**src/rtl/sensor_clk_gen_if.sv**
```systemverilog
// rtl/sensor_clk_gen_if.sv - configuration, control and clock-output bundle for sensor_clk_gen
interface sensor_clk_gen_if #(
  parameter int NCH   = 2,
  parameter int DIV_W = 8,
  parameter int CNT_W = 16,
  parameter int CH_W  = (NCH > 1) ? $clog2(NCH) : 1
);
  logic             cfg_wr;
  logic [CH_W-1:0]  cfg_ch;
  logic [DIV_W-1:0] cfg_half;
  logic             cfg_mode;
  logic [CNT_W-1:0] cfg_burst;
  logic [NCH-1:0]   start;
  logic [NCH-1:0]   stop;
  logic [NCH-1:0]   clk_lvl;
  logic [NCH-1:0]   rise;
  logic [NCH-1:0]   busy;
  logic [NCH-1:0]   done;

  modport master (
    output cfg_wr, cfg_ch, cfg_half, cfg_mode, cfg_burst, start, stop,
    input  clk_lvl, rise, busy, done
  );

  modport slave (
    input  cfg_wr, cfg_ch, cfg_half, cfg_mode, cfg_burst, start, stop,
    output clk_lvl, rise, busy, done
  );
endinterface

```
**src/rtl/sensor_clk_gen.sv**
```systemverilog
// rtl/sensor_clk_gen.sv - per-channel programmable sensor clock generator
// Each channel runs continuous or counted-burst 50% duty clocks from clk_100.
module sensor_clk_gen #(
  parameter int NCH          = 2,
  parameter int DIV_W        = 8,
  parameter int CNT_W        = 16,
  parameter int DEFAULT_HALF = 10
) (
  input  logic            clk_100,
  input  logic            Reset,
  sensor_clk_gen_if.slave bus
);
  localparam int CH_W = (NCH > 1) ? $clog2(NCH) : 1;

  typedef enum logic [1:0] {
    IDLE  = 2'd0,
    RUN   = 2'd1,
    DRAIN = 2'd2
  } state_t;

  logic [NCH-1:0] lvl_v;
  logic [NCH-1:0] rise_v;
  logic [NCH-1:0] busy_v;
  logic [NCH-1:0] done_v;

  for (genvar i = 0; i < NCH; i++) begin : g_ch
    state_t           state, state_n;
    logic [DIV_W-1:0] cfg_half_q, eff_half;
    logic             cfg_mode_q;
    logic [CNT_W-1:0] cfg_burst_q;
    logic [DIV_W-1:0] w_half, w_half_n;
    logic             w_mode, w_mode_n;
    logic [CNT_W-1:0] w_burst, w_burst_n;
    logic [DIV_W-1:0] half_cnt, half_cnt_n;
    logic [CNT_W-1:0] burst_cnt, burst_cnt_n;
    logic             lvl, lvl_n;
    logic             rise_q, rise_n;
    logic             done_q, done_n;
    logic             cfg_sel, go, finish;

    assign cfg_sel  = bus.cfg_wr && (bus.cfg_ch == CH_W'(i));
    assign eff_half = (cfg_half_q == '0) ? DIV_W'(1) : cfg_half_q;
    assign go       = bus.start[i] && !bus.stop[i];

    always_ff @(posedge clk_100 or posedge Reset) begin
      if (Reset) begin
        cfg_half_q  <= DIV_W'(DEFAULT_HALF);
        cfg_mode_q  <= 1'b0;
        cfg_burst_q <= CNT_W'(1);
      end else if (cfg_sel) begin
        cfg_half_q  <= bus.cfg_half;
        cfg_mode_q  <= bus.cfg_mode;
        cfg_burst_q <= bus.cfg_burst;
      end
    end

    // half_cnt holds the cycles still to go in the current phase after this one
    always_comb begin
      state_n     = state;
      lvl_n       = lvl;
      half_cnt_n  = half_cnt;
      burst_cnt_n = burst_cnt;
      w_half_n    = w_half;
      w_mode_n    = w_mode;
      w_burst_n   = w_burst;
      rise_n      = 1'b0;
      done_n      = 1'b0;
      finish      = 1'b0;
      case (state)
        IDLE: begin
          if (go) begin
            w_half_n  = eff_half;
            w_mode_n  = cfg_mode_q;
            w_burst_n = cfg_burst_q;
            if (cfg_mode_q && (cfg_burst_q == '0)) begin
              done_n = 1'b1;
            end else begin
              state_n     = RUN;
              lvl_n       = 1'b1;
              rise_n      = 1'b1;
              half_cnt_n  = eff_half - DIV_W'(1);
              burst_cnt_n = CNT_W'(1);
            end
          end
        end
        RUN, DRAIN: begin
          if (half_cnt != '0) begin
            half_cnt_n = half_cnt - DIV_W'(1);
            if ((state == RUN) && bus.stop[i]) begin
              if (lvl) state_n = DRAIN;
              else     finish  = 1'b1;
            end
          end else if (lvl) begin
            lvl_n      = 1'b0;
            half_cnt_n = w_half - DIV_W'(1);
            if ((state == DRAIN) || bus.stop[i]) finish = 1'b1;
          end else if (bus.stop[i] || (w_mode && (burst_cnt == w_burst))) begin
            finish = 1'b1;
          end else begin
            lvl_n      = 1'b1;
            rise_n     = 1'b1;
            half_cnt_n = w_half - DIV_W'(1);
            if (w_mode) burst_cnt_n = burst_cnt + CNT_W'(1);
          end
          // a stopped high phase still finishes, so the last fall coincides with done
          if (finish) begin
            state_n     = IDLE;
            lvl_n       = 1'b0;
            done_n      = 1'b1;
            half_cnt_n  = '0;
            burst_cnt_n = '0;
          end
        end
        default: begin
          state_n     = IDLE;
          lvl_n       = 1'b0;
          half_cnt_n  = '0;
          burst_cnt_n = '0;
        end
      endcase
    end

    always_ff @(posedge clk_100 or posedge Reset) begin
      if (Reset) begin
        state     <= IDLE;
        lvl       <= 1'b0;
        rise_q    <= 1'b0;
        done_q    <= 1'b0;
        half_cnt  <= '0;
        burst_cnt <= '0;
        w_half    <= '0;
        w_mode    <= 1'b0;
        w_burst   <= '0;
      end else begin
        state     <= state_n;
        lvl       <= lvl_n;
        rise_q    <= rise_n;
        done_q    <= done_n;
        half_cnt  <= half_cnt_n;
        burst_cnt <= burst_cnt_n;
        w_half    <= w_half_n;
        w_mode    <= w_mode_n;
        w_burst   <= w_burst_n;
      end
    end

    assign lvl_v[i]  = lvl;
    assign rise_v[i] = rise_q;
    assign busy_v[i] = (state != IDLE);
    assign done_v[i] = done_q;
  end

  assign bus.clk_lvl = lvl_v;
  assign bus.rise    = rise_v;
  assign bus.busy    = busy_v;
  assign bus.done    = done_v;
endmodule

```
**src/flat_wrapper.sv**
```systemverilog
// flat-port wrapper written by rule: the top's interface ports become plain ports
module sensor_clk_gen_flat 
#(
  parameter int NCH          = 2,
  parameter int DIV_W        = 8,
  parameter int CNT_W        = 16,
  parameter int DEFAULT_HALF = 10
)
  (clk_100, Reset, bus_cfg_wr, bus_cfg_ch, bus_cfg_half, bus_cfg_mode, bus_cfg_burst, bus_start, bus_stop, bus_clk_lvl, bus_rise, bus_busy, bus_done);
  sensor_clk_gen_if #(.NCH(NCH), .DIV_W(DIV_W), .CNT_W(CNT_W)) bus_i ();
  input  logic clk_100;
  input  logic Reset;
  input wire logic [$bits(bus_i.cfg_wr)-1:0] bus_cfg_wr;
  input wire logic [$bits(bus_i.cfg_ch)-1:0] bus_cfg_ch;
  input wire logic [$bits(bus_i.cfg_half)-1:0] bus_cfg_half;
  input wire logic [$bits(bus_i.cfg_mode)-1:0] bus_cfg_mode;
  input wire logic [$bits(bus_i.cfg_burst)-1:0] bus_cfg_burst;
  input wire logic [$bits(bus_i.start)-1:0] bus_start;
  input wire logic [$bits(bus_i.stop)-1:0] bus_stop;
  output wire logic [$bits(bus_i.clk_lvl)-1:0] bus_clk_lvl;
  output wire logic [$bits(bus_i.rise)-1:0] bus_rise;
  output wire logic [$bits(bus_i.busy)-1:0] bus_busy;
  output wire logic [$bits(bus_i.done)-1:0] bus_done;
  assign bus_i.cfg_wr = bus_cfg_wr;
  assign bus_i.cfg_ch = bus_cfg_ch;
  assign bus_i.cfg_half = bus_cfg_half;
  assign bus_i.cfg_mode = bus_cfg_mode;
  assign bus_i.cfg_burst = bus_cfg_burst;
  assign bus_i.start = bus_start;
  assign bus_i.stop = bus_stop;
  assign bus_clk_lvl = bus_i.clk_lvl;
  assign bus_rise = bus_i.rise;
  assign bus_busy = bus_i.busy;
  assign bus_done = bus_i.done;
  sensor_clk_gen #(.NCH(NCH), .DIV_W(DIV_W), .CNT_W(CNT_W), .DEFAULT_HALF(DEFAULT_HALF)) u_core (.clk_100(clk_100), .Reset(Reset), .bus(bus_i));
endmodule
```
**config.mk**
```make
export PLATFORM = sky130hd
export DESIGN_NAME = sensor_clk_gen_flat
export DESIGN_NICKNAME = d
export VERILOG_FILES = /design/src/rtl/sensor_clk_gen_if.sv /design/src/rtl/sensor_clk_gen.sv /design/src/flat_wrapper.sv
export SDC_FILE = /design/constraint.sdc
export NUM_CORES = 1
export LEC_CHECK = 0
export BUFFER_PORTS_ARGS = -buffer_cell sky130_fd_sc_hd__buf_2
export CORE_MARGIN = 10
export CORE_UTILIZATION = 47
export CTS_BUF_LIST = sky130_fd_sc_hd__clkbuf_2
export CTS_CLUSTER_SIZE = 30
export DETAILED_ROUTE_END_ITERATION = 10
export GPL_TIMING_DRIVEN = 1
export HOLD_SLACK_MARGIN = 0.06
export PLACE_DENSITY = 0.66
export SKIP_CTS_REPAIR_TIMING = 1
export SYNTH_ARGS = -nofsm -noshare
export SYNTH_HDL_FRONTEND = slang
export SYNTH_SLANG_ARGS = --single-unit
export TNS_END_PERCENT = 50
```
**constraint.sdc**
```tcl
create_clock -name clk_100 -period 12.3 [get_ports clk_100]
set_input_delay 1.23 -clock clk_100 [delete_from_list [all_inputs] [get_ports clk_100]]
set_output_delay 1.23 -clock clk_100 [all_outputs]
set_load 0.05 [all_outputs]
```
* Word level (Yosys, flattened, before mapping) *
Index checks and enable logic that the tools add are counted.

operators by class
  bitwise operators = 1
  mux-type cells = 90
  equality and inequality tests = 26
  add/sub/neg operators = 8
  reductions and logical operators = 38

operators by type and width
  kind                                                   number
  two-way mux 16 bit                                     14
  two-way mux 8 bit                                      14
  one-hot mux 16 bit (2 select lines)                    2
  subtractor 8 x 1 -> 8 bit, second input constant       6
  two-way mux 1 bit                                      38
  adder 16 x 1 -> 16 bit, second input constant          2
  == test 16 bit                                         2
  zero test 16 bit                                       2
  one-hot mux 8 bit (2 select lines)                     2
  two-way mux 2 bit                                      12
  inequality test 3 x 1 -> 1 bit, second input constant  8
  inequality test 3 bit, second input constant           6
  zero test 8 bit                                        2
  nonzero test 8 bit                                     2
  one-hot mux 1 bit (2 select lines)                     6
  AND reduction 3 bit                                    4
  AND reduction 6 bit                                    2
  logical AND 1 bit                                      10
  inequality test 5 x 3 -> 1 bit, second input constant  2
  AND reduction 5 bit                                    2
  one-hot mux 2 bit (2 select lines)                     2
  == test 2 x 1 -> 1 bit, second input constant          2
  == test 2 bit, second input constant                   2
  zero test 2 bit                                        2
  8 further kinds                                        17

storage, ports and cells
  output and inout port bits = 8
  word-level logic and storage cells = 187
  register bits = 158

* Depth between registers and ports, before layout *
  depth in word-level cells = 9
  mapped depth = 13

* Worst setup path before layout *
Ideal clock, no wire load.

  path type = input to register
  start = in bus_start[1]
  end = reg u_core.g_ch[1].burst_cnt[2]
  library setup time = 126 ps
  arrival = 2,655 ps
  stages on the path = 7
  slack = 9,519 ps
  buffers on the path = 2
  path through = nor2b_1 -> o21ai_0 -> and2_1 -> buf_1 -> a21o_2 -> buf_4 -> a221o_1

on the way
  cells in the longest elaborated chain, start to end = 3

RTL lines
  item                                             RTL line               source
  from (decl)                                      flat_wrapper.sv:18     input wire logic [$bits(bus_i.start)-1:0] bus_start;
  logical AND 1 bit                                sensor_clk_gen.sv:43   assign go = bus.start[i] && !bus.stop[i];
  inequality test 2 x 1 -> 1 bit (no source line)  --
  AND reduction 6 bit (no source line)             --
  to (signal assigned)                             sensor_clk_gen.sv:140  burst_cnt <= burst_cnt_n;
  to (decl)                                        sensor_clk_gen.sv:35   logic [CNT_W-1:0] burst_cnt, burst_cnt_n;

No other way between the ends.
A chain may end at the register's enable or synchronous reset.

* Worst setup path after layout *
  start = reg u_core.g_ch[0].state[0]
  end = out bus_busy[0]

on the way
  cells in the longest elaborated chain, start to end = 1

RTL lines
  item                    RTL line               source
  from (decl)             sensor_clk_gen.sv:27   state_t state, state_n;
  from (signal assigned)  sensor_clk_gen.sv:135  state <= state_n;
  nonzero test 2 bit      sensor_clk_gen.sv:149  assign busy_v[i] = (state != IDLE);
  to (decl)               flat_wrapper.sv:22     output wire logic [$bits(bus_i.busy)-1:0] bus_busy;

No other way between the ends.

==> impl_metrics.ini <==
[hold_path]
holdPathStages = 2
min_to = u_core.g_ch[0].w_half[7]
min_path_type = register to register
min_from = u_core.g_ch[0].w_half[7]

[worst_setup_path]
r2r_cells = 7
critPathRequiredTime_ns = 11.07
crit_family = buffers and inverters
cp_common_cell = inv_1
critPathLaunchType = register
crit_chain = inv_1, ha_1, inv_1, buf_2
r2r-start = u_core.g_ch[0].state[1]
crit_arrival_ns = 2.05
crit_type = register to output port
crit_fanout = 9
reg2reg_to = u_core.g_ch[0].burst_cnt[13]
critPathBufInv = 3
max_stage_delay_ns = 0.45
crit_slowest_cell = dfrtp_1
r2r_slack_ns = 9.11
end_kind = output port

[routing]
drc = 0
vias = 6247
drt-wirelength-per-cell_microns = 17.9
wl_microns = 19100
drtAntennaViolNets = 0
dr.pass1.iters = 5
viasPerCell = 5.83
first_iter_violations = 483

[placed_design]
detailed_place_hpwl_microns = 13500
post-place-cells = 1038
placedInstanceArea_sq_um = 8790
portBuffers = 40
place_congestion = 0.832

[cells_and_area]
nNetsFinal = 875
stdcell_area_sq_um = 9030
layout_common_cells = 152 x dfrtp_1, 93 x mux2_2, 64 x nor2_1
fin_util_pct = 50.6
syn2layout_area_growth_pct = 6.54
fillCellCount = 1654
layout-drive-gt1-share_pct = 22.9
fin_cells = 1071
final_common_cell = dfrtp_1

[grt]
grt_pass1_vias = 6131
grt_use_total_pct = 16.0
grt_pass1_wl_microns = 31700
antenna_found_initial = 1
overflow = 0
grt_max_degree = 94

[power_and_ir_drop]
power_density_nw_per_um2 = 218
peakVddDrop_uv = 98.7
p_leak_nw = 3.87

[logic_synthesis]
yosys_most_used_dff = dfrtp_1
syn_inst = 810
ys_ff_latch = 158
synth_top_area_share_pct = 44.9
synth_area_leaders = dfrtp_1 45%, mux2_2 12%, nor2_1 2.8%, xor2_1 2.7%, nand2_1 2.3%
yosysUniqueCellTypes = 70
avgSynthCellArea_sq_um = 10.5
async_reset_ff_share_pct = 100
synth_top_cell_by_area = dfrtp_1
ys_seq_area_share_pct = 46.7
synth-warning-count = 0
synth-edff-count = 0
syn-cell-area_sq_um = 8470
syn-num-nets = 857

[floorplanning]
die_h_microns = 154
rows = 49
dieArea_sq_um = 23800
core_sq_um = 17800
pin_count = 41
die_w_microns = 154
start_util_pct = 47.5

[timing]
period_minus_slack_ns = 3.28
post-route-period-util_pct = 26.7
clock.fmax_mhz = 305
rsz0062_at_grt = false
slew-limit-headroom_pct = 22.2
worst_slew_pin_slew_ns = 1.16
hold_viol = 0
slew_violations = 0
skew_ns = 0.0309
setup_viol = 0
worst_hold_slack_ns = 0.533
setup_tns_ns = 0

[run]
cap_violations = 0

[run_status]
outcome = finished clean

[cts]
root_buffer = clkbuf_2
cts.sinks = 158
cts_buffers = 17
cts.htree.levels = 4
clock_path_buffers = 2
clkSlewWorstSetupHoldPaths_ns = 0.22
clk_latency_ns = 0.75
cts_tree = done
kinds of logic after synthesis:
| group | count (synthesis) | synth area share [%] |
|---|---|---|
| xor+xnor | 48 | 4.96 |
| simple gates | 247 | 15.0 |
| compound gates | 170 | 14.5 |
| fa+ha+maj | 14 | 2.07 |
| mux | 97 | 12.8 |
| buf+inv | 76 | 3.93 |
| flops | 158 | 46.7 |
per-stage QoR:
stage | total power (W) | setup WS, ns
finish | 0.00196 | 9.02
global route | 0.00212 | 8.83
CTS | 0.00196 | 8.95
detailed placement | 0.00167 | 8.77
global placement | 0.00165 | 8.84
floorplan | 0.00148 | 6.82
layer usage:
metal  track usage [%]  share of wire (%)  wire, microns  vias up
li1                  -                  -              -     3007
met1              23.0                 52           9870     3097
met2              23.7                 44           8330      129
met3              3.44                3.7            715       14
met4              4.14                1.2            222        0
met5                 0                  0              0        -
worst max-delay path by stage:
| stage | startpoint | endpoint | slack, ns | cells after the start |
|---|---|---|---|---|
| after floorplan | Reset | u_core.g_ch[0].burst_cnt[0] | 6.82 | 1 |
| after global placement | bus_stop[0] | u_core.g_ch[0].burst_cnt[13] | 8.84 | 7 |
| after detailed placement | bus_stop[0] | u_core.g_ch[0].burst_cnt[13] | 8.77 | 7 |
| after CTS | u_core.g_ch[1].state[0] | bus_busy[1] | 8.95 | 4 |
| after global routing | u_core.g_ch[1].state[0] | bus_busy[1] | 8.83 | 4 |
| final | u_core.g_ch[0].state[0] | bus_busy[0] | 9.02 | 4 |
Yosys cell counts (all sizes together), types with 6 or more instances:
library cell    n
dfrtp         152
mux2           93
nor2           64
nand2          52
a21oi          32
inv            31
nand3          28
o21ai          27
xor2           26
o31ai          25
clkbuf         24
xnor2          22
buf            21
and3           18
nor4           16
a221o          15
nor3           15
ha             14
a211oi         13
nand4          10
or2             9
a22o            8
or3             8
and2            7
dfstp           6
o41ai           6
state kept, by name, summed over array words and instances (netlist names):
name,count
u_core.g_ch.cfg_half_q,16
u_core.g_ch.cfg_burst_q,32
u_core.g_ch.lvl,2
u_core.g_ch.rise_q,2
u_core.g_ch.state,4
u_core.g_ch.w_burst,32
u_core.g_ch.cfg_mode_q,2
u_core.g_ch.w_mode,2
u_core.g_ch.burst_cnt,32
u_core.g_ch.half_cnt,16
u_core.g_ch.done_q,2
u_core.g_ch.w_half,16
tightest hold or removal path: cells and delay by family, from the launching register on:
family | cells | cell delay (ns)
AOI/OAI and AO/OA | 1 | 0.06
and+or+nand+nor | 1 | 0.05
DFF | 1 | 0.40
layout make-up:
cell class	instances	area (sq um)	share of cell area, %
inverter	31	121	1.34
clock buffer	19	95.1	1.05
sequential	158	3960	43.9
antenna	1	2.50	0.0277
tap	229	287	3.17
timing repair buffer	44	230	2.55
clock inverter	13	145	1.61
multi-input combinational	576	4190	46.4
report_power, final:
group,internal (W),switching (W),total (W)
Clock,0.000112,0.000185,0.000298
Combinational,0.000352,0.000485,0.000837
Sequential,0.000675,0.000155,0.000829
Total,0.00114,0.000826,0.00196
Note: power is estimated with default switching activity, not from simulation.
